`config.mk`:
```
export PLATFORM = sky130hd
export DESIGN_NAME = lsu_stage_flat
export DESIGN_NICKNAME = d
export VERILOG_FILES = /design/src/rtl/lsu_pkg.sv /design/src/rtl/lsu_if.sv /design/src/rtl/lsu_align.sv /design/src/rtl/lsu_stage.sv /design/src/flat_wrapper.sv
export SDC_FILE = /design/constraint.sdc
export NUM_CORES = 1
export LEC_CHECK = 0
export ABC_AREA = 1
export BUFFER_PORTS_ARGS = -buffer_cell sky130_fd_sc_hd__buf_2
export CAP_MARGIN = 20
export CORE_MARGIN = 2
export CORE_UTILIZATION = 40
export DETAILED_ROUTE_END_ITERATION = 12
export MAX_ROUTING_LAYER = met4
export PLACE_DENSITY = 0.65
export SLEW_MARGIN = 0
export SYNTH_ARGS = -nofsm -noshare
export SYNTH_HDL_FRONTEND = slang
export SYNTH_SLANG_ARGS = --single-unit
```
`constraint.sdc`:
```
create_clock -name clk -period 3.02 [get_ports clk]
set_clock_uncertainty 0.15 [all_clocks]
set_input_delay 0.755 -clock clk [delete_from_list [all_inputs] [get_ports clk]]
set_output_delay 0.755 -clock clk [all_outputs]
set_load 0.01 [all_outputs]
```
`src/rtl/lsu_pkg.sv`:
```
// Shared types and constants for the load/store stage.
package lsu_pkg;

    localparam int LANES  = 4;
    localparam int BYTE_W = 8;
    localparam int HALF_W = 16;
    localparam int WORD_W = 32;

    typedef enum logic [1:0] {
        SIZE_BYTE = 2'b00,
        SIZE_HALF = 2'b01,
        SIZE_WORD = 2'b10,
        SIZE_RSVD = 2'b11
    } size_e;

    typedef enum logic [1:0] {
        ST_IDLE,
        ST_REQ,
        ST_RESP
    } state_e;

    function automatic logic misaligned(size_e size, logic [1:0] addr_lo);
        return ((size == SIZE_HALF) && addr_lo[0]) ||
               ((size == SIZE_WORD) && (addr_lo != 2'b00));
    endfunction

endpackage

```
`src/rtl/lsu_if.sv`:
```
// Execute-side op handshake plus memory bus; master is the LSU, slave is its environment.
interface lsu_if;
    import lsu_pkg::*;

    logic              op_valid;
    logic              op_ready;
    logic              op_we;
    logic [1:0]        op_size;
    logic              op_signed;
    logic [WORD_W-1:0] addr;
    logic [WORD_W-1:0] wdata;
    logic              done;
    logic [WORD_W-1:0] rd_data;
    logic              err;
    logic              stall;
    logic              mem_req;
    logic              mem_we;
    logic [WORD_W-1:0] mem_addr;
    logic [LANES-1:0]  mem_be;
    logic [WORD_W-1:0] mem_wdata;
    logic              mem_ack;
    logic [WORD_W-1:0] mem_rdata;

    modport master (
        input  op_valid, op_we, op_size, op_signed, addr, wdata, mem_ack, mem_rdata,
        output op_ready, done, rd_data, err, stall,
               mem_req, mem_we, mem_addr, mem_be, mem_wdata
    );

    modport slave (
        output op_valid, op_we, op_size, op_signed, addr, wdata, mem_ack, mem_rdata,
        input  op_ready, done, rd_data, err, stall,
               mem_req, mem_we, mem_addr, mem_be, mem_wdata
    );
endinterface

```
`src/rtl/lsu_align.sv`:
```
// Combinational lane logic: byte enables, store replication, load extraction and extension.
module lsu_align
    import lsu_pkg::*;
(
    input  size_e             size,
    input  logic              sign_ext,
    input  logic [1:0]        addr_lo,
    input  logic [WORD_W-1:0] wdata,
    input  logic [WORD_W-1:0] rdata,
    output logic [LANES-1:0]  be,
    output logic [WORD_W-1:0] wdata_rep,
    output logic [WORD_W-1:0] load_data
);

    logic [BYTE_W-1:0] byte_sel;
    logic [HALF_W-1:0] half_sel;

    always_comb begin
        byte_sel  = rdata[{addr_lo, 3'b000} +: BYTE_W];
        half_sel  = addr_lo[1] ? rdata[WORD_W-1:HALF_W] : rdata[HALF_W-1:0];
        be        = '0;
        wdata_rep = '0;
        load_data = '0;
        case (size)
            SIZE_BYTE: begin
                be        = 4'b0001 << addr_lo;
                wdata_rep = {LANES{wdata[BYTE_W-1:0]}};
                load_data = {{(WORD_W-BYTE_W){sign_ext & byte_sel[BYTE_W-1]}}, byte_sel};
            end
            // Half ignores addr[0]; it is only trapped when the misalign trap is built in.
            SIZE_HALF: begin
                be        = addr_lo[1] ? 4'b1100 : 4'b0011;
                wdata_rep = {2{wdata[HALF_W-1:0]}};
                load_data = {{(WORD_W-HALF_W){sign_ext & half_sel[HALF_W-1]}}, half_sel};
            end
            SIZE_WORD: begin
                be        = 4'b1111;
                wdata_rep = wdata;
                load_data = rdata;
            end
            default: ;
        endcase
    end

endmodule

```
`src/rtl/lsu_stage.sv`:
```
// Load/store stage: accepts one op, runs a single memory transaction with timeout, reports done/err.
// Optional LSU_MISALIGN_TRAP_EN turns misaligned half/word ops into immediate errors.
//
// state   | meaning
// IDLE    | op_ready=1, waiting for op_valid
// REQ     | mem_req held until mem_ack or timeout
// RESP    | done pulse, err/rd_data presented
module lsu_stage
    import lsu_pkg::*;
#(
    parameter int TIMEOUT_CYCLES = 255
) (
    input  logic   clk,
    input  logic   rst_n,
    lsu_if.master  bus
);

    localparam logic [15:0] CNT_LOAD = 16'(TIMEOUT_CYCLES - 1);

    state_e            state_q, state_d;
    logic              we_q;
    logic              sign_q;
    size_e             size_q;
    logic [WORD_W-1:0] addr_q;
    logic [WORD_W-1:0] wdata_q;
    logic [WORD_W-1:0] rdata_q;
    logic              err_q;
    logic [15:0]       cnt_q;

    logic              accept;
    logic              timeout;
    logic              bad_op;
    logic [LANES-1:0]  be;
    logic [WORD_W-1:0] wdata_rep;
    logic [WORD_W-1:0] load_data;

    always_comb begin
        bad_op = (size_e'(bus.op_size) == SIZE_RSVD);
`ifdef LSU_MISALIGN_TRAP_EN
        bad_op = bad_op | misaligned(size_e'(bus.op_size), bus.addr[1:0]);
`endif
    end

    always_ff @(posedge clk or negedge rst_n) begin
        if (!rst_n) state_q <= ST_IDLE;
        else        state_q <= state_d;
    end

    always_comb begin
        state_d      = state_q;
        accept       = 1'b0;
        timeout      = 1'b0;
        bus.op_ready = 1'b0;
        bus.stall    = 1'b1;
        bus.mem_req  = 1'b0;
        bus.done     = 1'b0;
        case (state_q)
            ST_IDLE: begin
                bus.op_ready = 1'b1;
                bus.stall    = 1'b0;
                if (bus.op_valid) begin
                    accept  = 1'b1;
                    state_d = bad_op ? ST_RESP : ST_REQ;
                end
            end
            ST_REQ: begin
                bus.mem_req = 1'b1;
                // An ack on the terminal-count cycle still completes normally.
                if (bus.mem_ack) begin
                    state_d = ST_RESP;
                end else if (cnt_q == 16'd0) begin
                    timeout = 1'b1;
                    state_d = ST_RESP;
                end
            end
            ST_RESP: begin
                bus.done = 1'b1;
                state_d  = ST_IDLE;
            end
            default: state_d = ST_IDLE;
        endcase
    end

    always_ff @(posedge clk or negedge rst_n) begin
        if (!rst_n) begin
            we_q    <= 1'b0;
            sign_q  <= 1'b0;
            size_q  <= SIZE_BYTE;
            addr_q  <= '0;
            wdata_q <= '0;
            rdata_q <= '0;
            err_q   <= 1'b0;
            cnt_q   <= '0;
        end else if (accept) begin
            we_q    <= bus.op_we;
            sign_q  <= bus.op_signed;
            size_q  <= size_e'(bus.op_size);
            addr_q  <= bus.addr;
            wdata_q <= bus.wdata;
            rdata_q <= '0;
            err_q   <= bad_op;
            cnt_q   <= CNT_LOAD;
        end else if (state_q == ST_REQ) begin
            if (bus.mem_ack)  rdata_q <= we_q ? '0 : load_data;
            else if (timeout) err_q   <= 1'b1;
            else              cnt_q   <= cnt_q - 16'd1;
        end
    end

    lsu_align u_align (
        .size      (size_q),
        .sign_ext  (sign_q),
        .addr_lo   (addr_q[1:0]),
        .wdata     (wdata_q),
        .rdata     (bus.mem_rdata),
        .be        (be),
        .wdata_rep (wdata_rep),
        .load_data (load_data)
    );

    assign bus.mem_addr  = {addr_q[WORD_W-1:2], 2'b00};
    assign bus.mem_be    = (state_q == ST_REQ) ? be : '0;
    assign bus.mem_we    = (state_q == ST_REQ) && we_q;
    assign bus.mem_wdata = wdata_rep;
    assign bus.err       = (state_q == ST_RESP) && err_q;
    assign bus.rd_data   = rdata_q;

endmodule

```
`src/flat_wrapper.sv`:
```
// flat-port wrapper written by rule: the top's interface ports become plain ports
module lsu_stage_flat import lsu_pkg::*;
#(
    parameter int TIMEOUT_CYCLES = 255
)
  (clk, rst_n, bus_op_valid, bus_op_we, bus_op_size, bus_op_signed, bus_addr, bus_wdata, bus_mem_ack, bus_mem_rdata, bus_op_ready, bus_done, bus_rd_data, bus_err, bus_stall, bus_mem_req, bus_mem_we, bus_mem_addr, bus_mem_be, bus_mem_wdata);
  lsu_if bus_i ();
  input  logic clk;
  input  logic rst_n;
  input wire logic [$bits(bus_i.op_valid)-1:0] bus_op_valid;
  input wire logic [$bits(bus_i.op_we)-1:0] bus_op_we;
  input wire logic [$bits(bus_i.op_size)-1:0] bus_op_size;
  input wire logic [$bits(bus_i.op_signed)-1:0] bus_op_signed;
  input wire logic [$bits(bus_i.addr)-1:0] bus_addr;
  input wire logic [$bits(bus_i.wdata)-1:0] bus_wdata;
  input wire logic [$bits(bus_i.mem_ack)-1:0] bus_mem_ack;
  input wire logic [$bits(bus_i.mem_rdata)-1:0] bus_mem_rdata;
  output wire logic [$bits(bus_i.op_ready)-1:0] bus_op_ready;
  output wire logic [$bits(bus_i.done)-1:0] bus_done;
  output wire logic [$bits(bus_i.rd_data)-1:0] bus_rd_data;
  output wire logic [$bits(bus_i.err)-1:0] bus_err;
  output wire logic [$bits(bus_i.stall)-1:0] bus_stall;
  output wire logic [$bits(bus_i.mem_req)-1:0] bus_mem_req;
  output wire logic [$bits(bus_i.mem_we)-1:0] bus_mem_we;
  output wire logic [$bits(bus_i.mem_addr)-1:0] bus_mem_addr;
  output wire logic [$bits(bus_i.mem_be)-1:0] bus_mem_be;
  output wire logic [$bits(bus_i.mem_wdata)-1:0] bus_mem_wdata;
  assign bus_i.op_valid = bus_op_valid;
  assign bus_i.op_we = bus_op_we;
  assign bus_i.op_size = bus_op_size;
  assign bus_i.op_signed = bus_op_signed;
  assign bus_i.addr = bus_addr;
  assign bus_i.wdata = bus_wdata;
  assign bus_i.mem_ack = bus_mem_ack;
  assign bus_i.mem_rdata = bus_mem_rdata;
  assign bus_op_ready = bus_i.op_ready;
  assign bus_done = bus_i.done;
  assign bus_rd_data = bus_i.rd_data;
  assign bus_err = bus_i.err;
  assign bus_stall = bus_i.stall;
  assign bus_mem_req = bus_i.mem_req;
  assign bus_mem_we = bus_i.mem_we;
  assign bus_mem_addr = bus_i.mem_addr;
  assign bus_mem_be = bus_i.mem_be;
  assign bus_mem_wdata = bus_i.mem_wdata;
  lsu_stage #(.TIMEOUT_CYCLES(TIMEOUT_CYCLES)) u_core (.clk(clk), .rst_n(rst_n), .bus(bus_i));
endmodule
```
==> impl_metrics.yaml, run 1 <==
outcome:
  status: "finished, final reports clean"
placed_design:
  gp_routability_congestion: 0.893
  place.detailed.instances: 1299
  dpl.hpwl_um: 13200
  placement.io_buffers: 207
  postPlaceCellArea_um2: 7540
min_path:
  holdCritStartpoint: "u_core.bus.rd_data[19]"
  whs_path_depth: 2
  class_of_the_most_critical_hold_timing_path: "reg2reg"
  timing.hold.worst_endpoint: "u_core.bus.rd_data[19]"
cells_and_area:
  flip_flop_and_latch_area_um2: 2980
  area_growth_syn_to_layout_pct: 25.3
  layout.cells.most_common: "sky130_fd_sc_hd__nand2_1"
  layout_common_cells: "sky130_fd_sc_hd__nand2_1, sky130_fd_sc_hd__buf_2, sky130_fd_sc_hd__dfrtp_1"
  total_area_of_multi_input_combinational_cells_um2: 2790
  num-nets-final: 1208
  final_layout_size_suffix_gt1_share_pct: 25.1
  number_of_fill_cells_in_the_layout: 1619
  finish.cell_count_without_fillers: 1335
  final_area_um2: 8220
clock_network:
  root_buffer_master: "sky130_fd_sc_hd__clkbuf_16"
  cts.reportedPaths.clkPinSlew_ns: 0.06
  cts_inserted_buffers: 17
  clock_sinks: 119
  cts_post_setup_buffers_inserted: 0
  cts-root-to-sink-buffers: 2
  clkLatencyLatePin_ns: 0.43
  h-tree-depth: 4
  tritoncts: "yes"
synth:
  leading_cell_types_by_total_area_after_synthesis: "sky130_fd_sc_hd__dfrtp_1, sky130_fd_sc_hd__nand2_1, sky130_fd_sc_hd__o21ai_0"
  synth_simple_gate_area_share_pct: 32.9
  muxShareOfSynthArea_pct: 0
  synthesized_flop_and_latch_total: 119
  yosys.area_share.adder_pct: 0.191
  yosys.area.top_type_share_pct: 45.4
  syn-instance-count: 933
  synth_compound_area_share_pct: 9.05
  avgSynthCellArea_um2: 7.03
  synth_cell_types: 32
  synth.yosys.seq_area_share_pct: 45.4
  dominant_combinational_cell_family_by_area_after_synthesis: "simple AND/OR/NAND/NOR gates"
  synth_xor_area_share_pct: 0.267
  post-synth-top-area-cell: "sky130_fd_sc_hd__dfrtp_1"
  yosysWarnings: 0
  netlist_area_um2: 6560
pwr:
  power_leakage_uw: 0.00481
  p_per_area_nw_per_um2: 1070
  p_total_uw: 8810
  ir_worst_vdd_mv: 0.511
detailed_routing:
  route.antenna.remaining_nets: 0
  vias_per_cell: 4.76
  drt_pre_antenna_iters: 6
  detailroute.via_count: 6350
  routed_wirelength_normalized_by_instance_count_um: 13.7
  drt_drc_violations_left: 0
  detail_route.wirelength_um: 18300
  drt_iter0_drc: 492
worst_setup_path:
  endpoint_kind: "output pin"
  worst-endpoint-arrival_ns: 1.91
  setup.reg_to_reg.worst_slack_ns: 0.84
  r2r_end: "u_core.cnt_q[8]"
  worst-path-max-fanout: 17
  r2r_cells: 10
  worstSetupStartpointType: "register"
  worst-setup-path-type: "reg2out"
  worst_ep_required_time_ns: 2.11
  crit-reg2reg-launch: "u_core.cnt_q[0]"
run:
  max_cap_viol_count: 0
floorplanning:
  die_area_um2: 17400
  core.rowCount: 46
  io_pins: 210
  floorplan.core_area_um2: 15900
  die_w_um: 132
  start_util_pct: 41.1
  overall_die_height_um: 132
sta:
  report.final.setup_viol: 0
  timing.final.max_slew_violations: 0
  whs_ns: 0.319
  setup_tns_ns: 0
  final_min_period_over_clock_period_pct: 93.4
  worst_slew_margin_rel_pct: 59.7
  period_needed_ns: 2.82
  final_hold_viol_count: 0
  worstMarginPinSlew_ns: 0.605
  rsz0062_at_grt: "no"
  clock.fmax_mhz: 355
global_route:
  grt_pass1_wl_um: 30000
  vias_in_the_first_global_route: 6014
  grt_antenna_before_repair: 3
  global_route.overflow_total: 0
  grt.total_usage_pct: 22.2
  grt_start_max_net_pins: 70
layer usage:
metal,track usage (%),wire length [um]
met3,6.46,1300
met5,-,0
met1,28.6,8570
met2,33.8,8100
met4,6.82,363
logic make-up (layout without fill, tap and decap cells):
group                      after synthesis  in the layout
xor gates and xnor gates                 2              2
AOI/OAI and AO/OA                      109            109
DFF                                    119            119
and+or+nand+nor                        540            540
adders and majority gates                1              1
buffers and inverters                  161            343
other                                    1              5
power by group:
part	internal, uW	total [uW]	switching (uW)	leakage (uW)
logic	1380	3890	2510	0.00296
registers	2210	2650	433	0.00153
clock network	1510	2270	762	0.000318
sequential cells by signal, summed over array words and instances, names as in the netlist:
name,count
u_core.addr_q,32
u_core.bus.rd_data,32
u_core.cnt_q,16
u_core.err_q,1
u_core.sign_q,1
u_core.size_q,2
u_core.state_q,2
u_core.wdata_q,32
u_core.we_q,1
critical path: stages (launching register included):
cell,delay [ns]
sky130_fd_sc_hd__dfrtp_2,0.51
sky130_fd_sc_hd__inv_2,0.14
sky130_fd_sc_hd__nor2_4,0.04
sky130_fd_sc_hd__inv_2,0.23
sky130_fd_sc_hd__o21ai_2,0.12
sky130_fd_sc_hd__buf_4,0.19
sky130_fd_sc_hd__inv_1,0.06
sky130_fd_sc_hd__a21oi_1,0.05
sky130_fd_sc_hd__buf_2,0.16
cell type report:
type	count	share of cell area [%]
diodes	3	0.0914
clock buffers	21	5.60
clock inverters	11	2.36
inverters	88	4.02
multi-input cells	654	34.0
flip-flops and latches	119	36.3
well taps	216	3.29
repair buffers	223	14.4
synth_stat cells:
cell type / number
sky130_fd_sc_hd__a21oi_1: 10
sky130_fd_sc_hd__nand2_1: 443
sky130_fd_sc_hd__o22ai_1: 1
sky130_fd_sc_hd__dfrtp_1: 119
sky130_fd_sc_hd__nand3_1: 27
sky130_fd_sc_hd__xnor2_1: 2
sky130_fd_sc_hd__o211ai_1: 5
sky130_fd_sc_hd__conb_1: 1
sky130_fd_sc_hd__o21ai_2: 1
sky130_fd_sc_hd__o21ai_1: 12
sky130_fd_sc_hd__nor4_4: 1
sky130_fd_sc_hd__nand3_2: 1
sky130_fd_sc_hd__o21bai_1: 1
sky130_fd_sc_hd__buf_6: 5
sky130_fd_sc_hd__nor2_2: 4
sky130_fd_sc_hd__ha_1: 1
sky130_fd_sc_hd__buf_2: 17
sky130_fd_sc_hd__nor2_1: 44
sky130_fd_sc_hd__nand2_2: 5
sky130_fd_sc_hd__inv_2: 10
sky130_fd_sc_hd__nand4_1: 10
sky130_fd_sc_hd__buf_4: 35
sky130_fd_sc_hd__a21oi_2: 1
sky130_fd_sc_hd__nand2_4: 1
sky130_fd_sc_hd__nor3_1: 2
sky130_fd_sc_hd__clkbuf_1: 11
sky130_fd_sc_hd__inv_1: 78
sky130_fd_sc_hd__o21ai_0: 67
sky130_fd_sc_hd__buf_1: 5
sky130_fd_sc_hd__nor2_4: 2
sky130_fd_sc_hd__a22oi_1: 8
sky130_fd_sc_hd__a31oi_1: 3
stage by stage:
step / util (%) / worst slack (ns)
2_1_floorplan: - / 0.814
3_3_place_gp: 47.3 / 0.529
3_5_place_dp: 47.3 / 0.477
4_1_cts: 51.5 / 0.0165
5_1_grt: 51.5 / 0.0577
6_report: 51.5 / 0.201
repair_timing:
item	CTS	global route
endpoints found under the hold margin	5	0
endpoints found under the setup margin	0	4
hold buffers	1	0
gates resized for setup	0	1
worst max-delay path by stage:
stage	depth (start not counted)	to	slack (ns)	start
after global placement	8	bus_mem_be[3]	0.53	u_core.size_q[1]
after CTS	8	bus_mem_be[2]	0.02	u_core.size_q[1]
after detailed placement	8	bus_mem_be[2]	0.48	u_core.size_q[1]
after floorplan	6	bus_mem_be[1]	0.81	u_core.size_q[1]
final	8	bus_mem_be[1]	0.20	u_core.size_q[1]
after global routing	8	bus_mem_be[2]	0.06	u_core.size_q[1]
Note: power is estimated with default switching activity, not from simulation.
==> run 2, diff against run 1 <==
Settings changed: ABC_AREA 1 to not set, CORE_UTILIZATION 40 to 30, PLACE_DENSITY 0.65 to not set.
==> impl_metrics.yaml, run 2 <==
placed_design:
  postPlaceCellArea_um2: 7080
  placement.io_buffers: 207
  gp_routability_congestion: 0.899
  dpl.hpwl_um: 13200
sta:
  worstMarginPinSlew_ns: 0.718
  final_min_period_over_clock_period_pct: 95.4
  whs_ns: 0.103
  setup_tns_ns: 0
  worst_slew_margin_rel_pct: 52.0
  rsz0062_at_grt: "no"
  clock.fmax_mhz: 347
  report.final.setup_viol: 0
  final_hold_viol_count: 0
  timing.final.max_slew_violations: 0
  period_needed_ns: 2.88
floorplanning:
  io_pins: 210
  die_area_um2: 21000
  die_w_um: 145
  overall_die_height_um: 145
  start_util_pct: 30.6
  floorplan.core_area_um2: 19500
  core.rowCount: 51
synth:
  async_flop_share_pct: 100
  yosysWarnings: 0
  yosys.area.top_type_share_pct: 50.1
  muxShareOfSynthArea_pct: 2.75
  synthMostInstantiatedCell: "sky130_fd_sc_hd__nand2_1"
  syn-instance-count: 663
  synth_simple_gate_area_share_pct: 24.6
  leading_cell_types_by_total_area_after_synthesis: "sky130_fd_sc_hd__dfrtp_1, sky130_fd_sc_hd__nand2_1, sky130_fd_sc_hd__buf_4"
  synthesized_flop_and_latch_total: 119
  synth_xor_area_share_pct: 0
  yosys.area_share.adder_pct: 0.210
  avgSynthCellArea_um2: 8.97
  post-synth-top-area-cell: "sky130_fd_sc_hd__dfrtp_1"
  synth_cell_types: 55
  post_synth_edffs: 0
  ys.flop_type: "sky130_fd_sc_hd__dfrtp_1"
  synth_compound_area_share_pct: 14.5
  netlist_area_um2: 5950
  synth.yosys.seq_area_share_pct: 50.1
  dominant_combinational_cell_family_by_area_after_synthesis: "simple AND/OR/NAND/NOR gates"
  synth_commonest_cells: "sky130_fd_sc_hd__nand2_1, sky130_fd_sc_hd__dfrtp_1, sky130_fd_sc_hd__buf_4, sky130_fd_sc_hd__clkbuf_1, sky130_fd_sc_hd__o21ai_0"
worst_setup_path:
  worst-path-max-fanout: 12
  critPathLaunch: "u_core.size_q[1]"
  endpoint_kind: "output pin"
  worstSetupStartpointType: "register"
  critical_path.slowest_cell: "sky130_fd_sc_hd__dfrtp_1"
  crit_path_cell_chain: "inv_1 -> nor2_1 -> or2_2 -> a22o_1 -> buf_2"
  worst-endpoint-arrival_ns: 1.98
  worst_ep_required_time_ns: 2.11
  crit-reg2reg-launch: "u_core.size_q[1]"
  worst-setup-path-type: "reg2out"
  cpPeakStageDelay_ns: 0.50
run:
  max_cap_viol_count: 0
cells_and_area:
  final_area_um2: 7680
  number_of_fill_cells_in_the_layout: 2009
  num-nets-final: 940
  area_growth_syn_to_layout_pct: 29.0
  layout_common_cells: "sky130_fd_sc_hd__nand2_1, sky130_fd_sc_hd__buf_2, sky130_fd_sc_hd__dfrtp_1"
  final_layout_size_suffix_gt1_share_pct: 34.6
  final_core_util_pct: 39.4
  layout.cells.most_common: "sky130_fd_sc_hd__nand2_1"
global_route:
  grt.total_usage_pct: 18.1
  global_route.overflow_total: 0
  grt_antenna_before_repair: 2
  grt_pass1_wl_um: 28100
  vias_in_the_first_global_route: 5260
  grt_start_max_net_pins: 82
clock_network:
  cts_inserted_buffers: 17
  cts-root-to-sink-buffers: 2
  tritoncts: "yes"
  cts_post_setup_buffers_inserted: 0
  postCtsResizedCells: 0
  clock_sinks: 119
  cts.reportedPaths.clkPinSlew_ns: 0.06
  postCtsHoldBufs: 0
  root_buffer_master: "sky130_fd_sc_hd__clkbuf_16"
  clkLatencyLatePin_ns: 0.42
  h-tree-depth: 4
detailed_routing:
  drt_pre_antenna_iters: 5
  drt_drc_violations_left: 0
  vias_per_cell: 4.83
  detail_route.wirelength_um: 18100
  routed_wirelength_normalized_by_instance_count_um: 16.2
  detailroute.via_count: 5405
  route.antenna.remaining_nets: 0
  drt_iter0_drc: 256
pwr:
  p_per_area_nw_per_um2: 1050
  ir_worst_vdd_mv: 0.401
  power_leakage_uw: 0.00405
outcome:
  status: "finished, final reports clean"
min_path:
  class_of_the_most_critical_hold_timing_path: "in2async"
[run 2: cell count changes in the layout (fill, tap and decap cells not counted), moves of 15 or more]
| cell | delta |
|---|---|
| sky130_fd_sc_hd__a221o_2 | +15 |
| sky130_fd_sc_hd__nand3_1 | -24 |
| sky130_fd_sc_hd__inv_1 | -66 |
| sky130_fd_sc_hd__nor2_1 | -27 |
| sky130_fd_sc_hd__nand2_1 | -209 |
| sky130_fd_sc_hd__o21ai_0 | -34 |
[run 2: final timing paths]
kind,endpoint,depth (start not counted),slack [ns]
max,bus_mem_wdata[8],5,0.14
min,u_core.bus.rd_data[4],1,0.10
max reg2reg,u_core.bus.rd_data[16],4,0.70
min reg2reg,u_core.wdata_q[31],2,0.33
max in group asynchronous,u_core.bus.rd_data[5],2,1.95
min in group clk,u_core.wdata_q[31],2,0.33
[run 2: per-stage QoR]
step / cells / worst slack [ns] / total power [uW]
detailed placement: 1081 / 0.531 / 6120
global placement: 1081 / 0.559 / 6100
floorplan: 664 / 0.633 / 4930
CTS: 1113 / 0.0731 / 8170
finish: 1118 / 0.140 / 8070
global route: 1115 / 0.0334 / 8710
[run 2: cells by family after synthesis]
family,Yosys count
flip-flops,119
buffers and inverters,85
other,1
AND/OR/NAND/NOR,320
AO/OA/AOI/OAI,122
multiplexers,15
adder cells (fa/ha/maj),1
[run 2: layer usage]
layer  share of wire, %  global-route usage [%]  vias up
met5                  0                       -        -
met4               0.98                    5.52        0
met3                8.7                    5.79       17
met2                 47                    28.1      214
met1                 43                    22.6     2588
li1                   -                       -     2586
[run 2: worst max-delay path: cells and delay by family (launching register included)]
kind                   cells  cell delay (ns)
DFF                        1             0.50
and+or+nand+nor            2             0.47
buffers and inverters      2             0.39
AOI/OAI and AO/OA          1             0.21
[run 2: power breakdown]
group / switching (uW) / internal (uW) / leakage, uW
combinational: 1980 / 1380 / 0.00227
sequential: 503 / 2200 / 0.00150
clock: 841 / 1170 / 0.000278
[run 2: cell type report]
cell class / count / area, um2 / area share [%]
clock inverters: 15 / 156 / 2.04
flip-flops and latches: 119 / 2980 / 38.8
inverters: 12 / 45.0 / 0.587
diodes: 5 / 12.5 / 0.163
clock buffers: 17 / 425 / 5.54
multi-input cells: 460 / 2510 / 32.7
repair buffers: 225 / 1210 / 15.8
well taps: 265 / 332 / 4.32
